===== src/rtl/adder_result_reg.sv =====
`default_nettype none
// ============================================================================
//  Module      : adder_result_reg
//  Description : Two-entry result buffer for a WIDTH-bit ripple adder. Each
//                accepted adder result is stored together with its status
//                flags {V,C,Z,N}. The head entry is presented through a
//                valid/ready output port. A result that arrives while the
//                buffer is full and not draining is lost, and the sticky
//                overrun flag is raised.
//  Ports       : clk, rst (async, active-high)
//                in_valid/in_ready  - input handshake
//                sum, cout          - adder outputs
//                a_msb, b_msb       - operand sign bits for overflow detection
//                out_valid/out_ready- output handshake
//                out_sum, out_flags - head entry {V,C,Z,N}
//                overrun            - sticky "result lost" flag
//                count              - occupied entries (0..2)
//  Revision    : 1.0 - initial release
// ============================================================================
module adder_result_reg #(
  parameter int WIDTH = 4
) (
  input  logic             clk,
  input  logic             rst,
  input  logic             in_valid,
  output logic             in_ready,
  input  logic [WIDTH-1:0] sum,
  input  logic             cout,
  input  logic             a_msb,
  input  logic             b_msb,
  output logic             out_valid,
  input  logic             out_ready,
  output logic [WIDTH-1:0] out_sum,
  output logic [3:0]       out_flags,
  output logic             overrun,
  output logic [1:0]       count
);

  // Occupancy state doubles as the entry count.
  typedef enum logic [1:0] {
    EMPTY = 2'd0,
    ONE   = 2'd1,
    FULL  = 2'd2
  } occ_e;

  occ_e             occ_q, occ_d;
  logic             wr_ptr_q, wr_ptr_d;
  logic             rd_ptr_q, rd_ptr_d;
  logic             overrun_q, overrun_d;
  logic [WIDTH+3:0] mem_q [2];

  logic             w_push;
  logic             w_pop;
  logic [3:0]       w_flags;

  // Flags are captured with the data so they travel through the buffer
  // alongside the sum they describe.
  assign w_flags[0] = sum[WIDTH-1];
  assign w_flags[1] = (sum == '0);
  assign w_flags[2] = cout;
  assign w_flags[3] = (a_msb == b_msb) && (sum[WIDTH-1] != a_msb);

  // A full buffer can still accept when the head leaves in the same cycle.
  assign in_ready  = (occ_q != FULL) || out_ready;
  assign out_valid = (occ_q != EMPTY);
  assign w_push    = in_valid && in_ready;
  assign w_pop     = out_valid && out_ready;

  assign count     = occ_q;
  assign overrun   = overrun_q;
  assign out_sum   = mem_q[rd_ptr_q][WIDTH-1:0];
  assign out_flags = mem_q[rd_ptr_q][WIDTH+3:WIDTH];

  always_comb begin
    occ_d     = occ_q;
    wr_ptr_d  = wr_ptr_q;
    rd_ptr_d  = rd_ptr_q;
    overrun_d = overrun_q;

    if (w_push) wr_ptr_d = ~wr_ptr_q;
    if (w_pop)  rd_ptr_d = ~rd_ptr_q;
    if (in_valid && !in_ready) overrun_d = 1'b1;

    case (occ_q)
      EMPTY: if (w_push) occ_d = ONE;
      ONE: begin
        if (w_push && !w_pop)      occ_d = FULL;
        else if (!w_push && w_pop) occ_d = EMPTY;
      end
      FULL:  if (w_pop && !w_push) occ_d = ONE;
      default: occ_d = EMPTY;
    endcase
  end

  always_ff @(posedge clk or posedge rst) begin
    if (rst) begin
      occ_q     <= EMPTY;
      wr_ptr_q  <= 1'b0;
      rd_ptr_q  <= 1'b0;
      overrun_q <= 1'b0;
    end else begin
      occ_q     <= occ_d;
      wr_ptr_q  <= wr_ptr_d;
      rd_ptr_q  <= rd_ptr_d;
      overrun_q <= overrun_d;
    end
  end

  // Entries are cleared on reset so the outputs read zero while rst is high.
  // When full with a simultaneous pop, the write slot equals the read slot:
  // the head is consumed this cycle and the new entry lands behind the other.
  always_ff @(posedge clk or posedge rst) begin
    if (rst) begin
      mem_q[0] <= '0;
      mem_q[1] <= '0;
    end else if (w_push) begin
      mem_q[wr_ptr_q] <= {w_flags, sum};
    end
  end

endmodule
`default_nettype wire


===== config.mk =====
export PLATFORM = sky130hd
export DESIGN_NAME = adder_result_reg
export DESIGN_NICKNAME = d
export VERILOG_FILES = /design/src/rtl/adder_result_reg.sv
export SDC_FILE = /design/constraint.sdc
export NUM_CORES = 1
export LEC_CHECK = 0
export ABC_CLOCK_PERIOD_IN_PS = 3900
export CORE_AREA = 4 4 57 59
export CTS_BUF_LIST = sky130_fd_sc_hd__clkbuf_8 sky130_fd_sc_hd__clkbuf_16
export DETAILED_ROUTE_END_ITERATION = 12
export DIE_AREA = 0 0 61 63
export GPL_TIMING_DRIVEN = 0
export PLACE_DENSITY = 0.66
export SLEW_MARGIN = 20
export SYNTH_ARGS = -nofsm -noshare
export SYNTH_HDL_FRONTEND = slang
export SYNTH_SLANG_ARGS = --single-unit

===== constraint.sdc =====
create_clock -name clk -period 3.9 [get_ports clk]
set_input_delay 0.78 -clock clk [delete_from_list [all_inputs] [get_ports clk]]
set_output_delay 0.78 -clock clk [all_outputs]
set_load 0.05 [all_outputs]

==> results.rst <==
.. list-table::
   :header-rows: 1

   * - Metric
     - Value
   * - Relative contribution of sequential cells to total power
     - 0.292
   * - DIE WIDTH
     - 61 um
   * - Fraction of post-synthesis cell area in the top cell type by area
     - 0.509
   * - Placed cell areas
     - 0.00120 sq mm
   * - Netlist area before placement
     - 935 sq um
   * - Clock sink count
     - 19
   * - Global-route usage over all layers
     - 0.106
   * - Number of cells upsized or downsized after cts
     - 0
   * - Count of buffers added by post-CTS timing repair for setup
     - 0
   * - Flops & latches, synth
     - 19
   * - Most frequent standard cell in the layout excluding fill and tap cells
     - sky130_fd_sc_hd__clkdlybuf4s50_1
   * - Layout cell share with drive strength beyond 1
     - 0.366
   * - Arrival time worst endpoint
     - 2370 ps
   * - Achievable frequency
     - 318 MHz
   * - Cell at the root of the clock tree
     - sky130_fd_sc_hd__clkbuf_8
   * - Data required time at the worst endpoint
     - 3120 ps
   * - Initial Utilization
     - 0.345
   * - Launch instance of the worst register-to-register path
     - count[1]$_DFFE_PP0P_
   * - Cell-internal power
     - 0.000651 W
   * - Total power density per cell area
     - 912 mW/mm^2
   * - Transition at the pin with the smallest max-transition slack
     - 709 ps
   * - Floorplan die area
     - 0.00384 sq mm
   * - Max_cap viols
     - 0
   * - Vias per Instance
     - 4.77
   * - Weighted congestion reported at the end of routability-driven placement
     - 0.669
   * - Residual DRC
     - 0
   * - Critical Path Source Type
     - primary input
   * - TritonCTS Buffers
     - 3
   * - Final min period
     - 3150 ps
   * - Placed instance count
     - 120
   * - Final Hold Viols
     - 0
   * - Depth of the worst hold-timing path
     - 1
   * - Number of port buffers
     - 23
   * - Number of cell rows
     - 19
   * - Startpoint of the worst hold path
     - overrun$_DFFE_PP0P_
   * - Category of the worst setup path capture point
     - output port
   * - Clk pwr share
     - 0.117
   * - Number of global-route vias before repair
     - 640
   * - RSZ-0062 raised after global routing
     - no
   * - Leak pwr
     - 0.533 nW
   * - HPWL reported at the end of detailed placement
     - 1250 um
   * - Area Overhead vs Synth
     - 33.6%
   * - Number of warnings printed during yosys synthesis
     - 0
   * - Via total after detailed routing
     - 591
   * - Most area-hungry cell type in the Yosys netlist
     - sky130_fd_sc_hd__dfrtp_1
   * - Top area cells in the synthesized netlist
     - sky130_fd_sc_hd__dfrtp_1, sky130_fd_sc_hd__mux2_2, sky130_fd_sc_hd__mux2_4, sky130_fd_sc_hd__nor3b_4, sky130_fd_sc_hd__xnor2_1
   * - Worst-case vdd ir drop
     - 0.493 mV
   * - Final instance area
     - 0.00125 sq mm
   * - Worst hold endpoint
     - overrun$_DFFE_PP0P_
   * - Clock tree from TritonCTS
     - built
   * - Path type of the worst min-delay path
     - reg2reg
   * - Final Net Count
     - 105
   * - Post-Synthesis Cells
     - 66
   * - Reg-to-reg critical path endpoint
     - mem_q[15]$_DFFE_PP0P_
   * - Setup Viol. Count Final
     - 0
   * - Outcome
     - completed
   * - First-pass iteration count of the detailed router
     - 3
   * - Share of synthesized area occupied by flip-flops and latches
     - 0.509
   * - GRT overflow
     - 0
   * - Number of antenna violations at the first check in global routing
     - 0
   * - Max Clock Skew
     - 2.57 ps
   * - Hold_buf cts
     - 0
   * - Switching pwr
     - 0.000487 W
   * - Power share of the combinational group
     - 0.591
   * - Share of the clock period used by the worst path after layout
     - 0.807
   * - Largest net degree at the start of global routing
     - 20
   * - Reg2Reg Setup Slack
     - 2170 ps
   * - Clock slew seen by the registers of the worst setup and hold paths
     - 70 ps
   * - Global-route wire length before repair
     - 3030 um
   * - Antenna Diode Count
     - 0
   * - Area inside the core boundary
     - 0.00271 sq mm
   * - Count of pins on the block boundary
     - 24
   * - Height of the die
     - 63 um
   * - Maximum fanout along the worst path
     - 6
   * - Final std cells w/o fill
     - 124
   * - Kind of critical path
     - in2out
   * - Remaining antenna violation count after routing
     - 0
   * - Final setup TNS
     - 0 ps
   * - Final max-slew violation count
     - 0
   * - Number of library cell types mapped by synthesis
     - 25
   * - Commonest cells after routing, fill and taps aside
     - sky130_fd_sc_hd__clkdlybuf4s50_1, sky130_fd_sc_hd__dfrtp_1, sky130_fd_sc_hd__mux2_2, sky130_fd_sc_hd__mux2_4
   * - Reg2Reg Depth
     - 3
   * - Slew margin rel.
     - 0.526
   * - Routed len/inst
     - 13.9 um
   * - Average size of a mapped cell
     - 14.2 sq um
   * - Deepest clock path buffer count
     - 2
   * - Deepest level of the CTS H-tree
     - 1
   * - Insertion delay of the later-clocked pin in the worst-skew pair
     - 250 ps
   * - Total Wirelength
     - 1720 um
   * - Number of nets produced by synthesis
     - 77
   * - Switching share of total power
     - 0.428
   * - Drt first-iter violations
     - 11
## cells in the mapped netlist
cell and number:
sky130_fd_sc_hd__o22ai_1 1, sky130_fd_sc_hd__mux2_4 7, sky130_fd_sc_hd__clkbuf_1 1, sky130_fd_sc_hd__o21ai_0 2, sky130_fd_sc_hd__a21oi_1 1, sky130_fd_sc_hd__inv_2 1
sky130_fd_sc_hd__or2b_1 1, sky130_fd_sc_hd__nand2_1 3, sky130_fd_sc_hd__dfrtp_1 19, sky130_fd_sc_hd__or3b_2 1, sky130_fd_sc_hd__and3_4 1, sky130_fd_sc_hd__inv_1 1
sky130_fd_sc_hd__a21o_2 1, sky130_fd_sc_hd__mux2i_1 1, sky130_fd_sc_hd__mux2_2 14, sky130_fd_sc_hd__nor2b_1 1, sky130_fd_sc_hd__nor4_1 1, sky130_fd_sc_hd__nor3b_2 1
sky130_fd_sc_hd__or2_2 1, sky130_fd_sc_hd__buf_6 1, sky130_fd_sc_hd__nor3b_1 1, sky130_fd_sc_hd__nor3b_4 1, sky130_fd_sc_hd__xnor2_1 2, sky130_fd_sc_hd__buf_4 1
sky130_fd_sc_hd__or4bb_2 1
## critical path, stage by stage
cell and delay, ps:
sky130_fd_sc_hd__clkdlybuf4s50_1 530, sky130_fd_sc_hd__nor3b_4 280, sky130_fd_sc_hd__inv_2 70, sky130_fd_sc_hd__clkdlybuf4s50_1 700
## power by group through the flow
| stage | Combinational [W] | Sequential (W) | Clock [W] |
|---|---|---|---|
| final | 0.000673 | 0.000332 | 0.000133 |
| after global routing | 0.000713 | 0.000346 | 0.000148 |
| after CTS | 0.000683 | 0.000334 | 0.000140 |
| after detailed placement | 0.000680 | 0.000337 | 0 |
| after global placement | 0.000672 | 0.000331 | 0 |
| after floorplan | 0.000468 | 0.000357 | 0 |
## per-stage QoR
stage / power, W / worst slack, ps / hold WS [ps] / utilization
floorplan: 0.000825 / 1800 / 476 / -
global placement: 0.00100 / 774 / 447 / 0.444
detailed placement: 0.00102 / 754 / 455 / 0.444
CTS: 0.00116 / 752 / 472 / 0.461
global route: 0.00121 / 697 / 503 / 0.461
finish: 0.00114 / 753 / 466 / 0.461
## worst max path at each step
stage	endpoint	start	cells past startpoint	slack (ps)
after detailed placement	in_ready	out_ready	4	750
after CTS	in_ready	out_ready	4	750
final	in_ready	out_ready	4	750
after global placement	in_ready	out_ready	4	770
after floorplan	out_sum[3]	rd_ptr_q$_DFFE_PP0P_	3	1800
after global routing	in_ready	out_ready	4	700
## layer usage
| metal | GRT usage | routed length, um | vias up | part of all wire |
|---|---|---|---|---|
| met2 | 0.159 | 755 | 20 | 0.44 |
| met1 | 0.143 | 835 | 282 | 0.48 |
| met5 | 0 | 0 | - | 0 |
| met3 | 0.0413 | 121 | 2 | 0.070 |
| met4 | 0.0244 | 9 | 0 | 0.0052 |
| li1 | - | - | 287 | - |
## sequential cells by signal (all words and copies together) (netlist names)
name / flops
count: 2
overrun: 1
wr_ptr_q: 1
mem_q: 14
rd_ptr_q: 1
## logic make-up after synthesis
family | after synthesis | share of synthesized area
AOI/OAI and AO/OA | 5 | 0.0321
xor gates and xnor gates | 2 | 0.0187
buffers and inverters | 5 | 0.0321
DFF | 19 | 0.509
muxes | 22 | 0.292
and+or+nand+nor | 13 | 0.116
## area by class of cell
cell class | instances | area (sq um)
Fill cell | 257 | 1460
Sequential cell | 19 | 475
Multi-Input combinational cell | 42 | 429
Timing Repair Buffer | 23 | 230
Clock buffer | 3 | 41.3
Tap cell | 31 | 38.8
Buffer | 3 | 22.5
Inverter | 2 | 7.51
Clock inverter | 1 | 3.75
(Power assumes the default switching activity.)
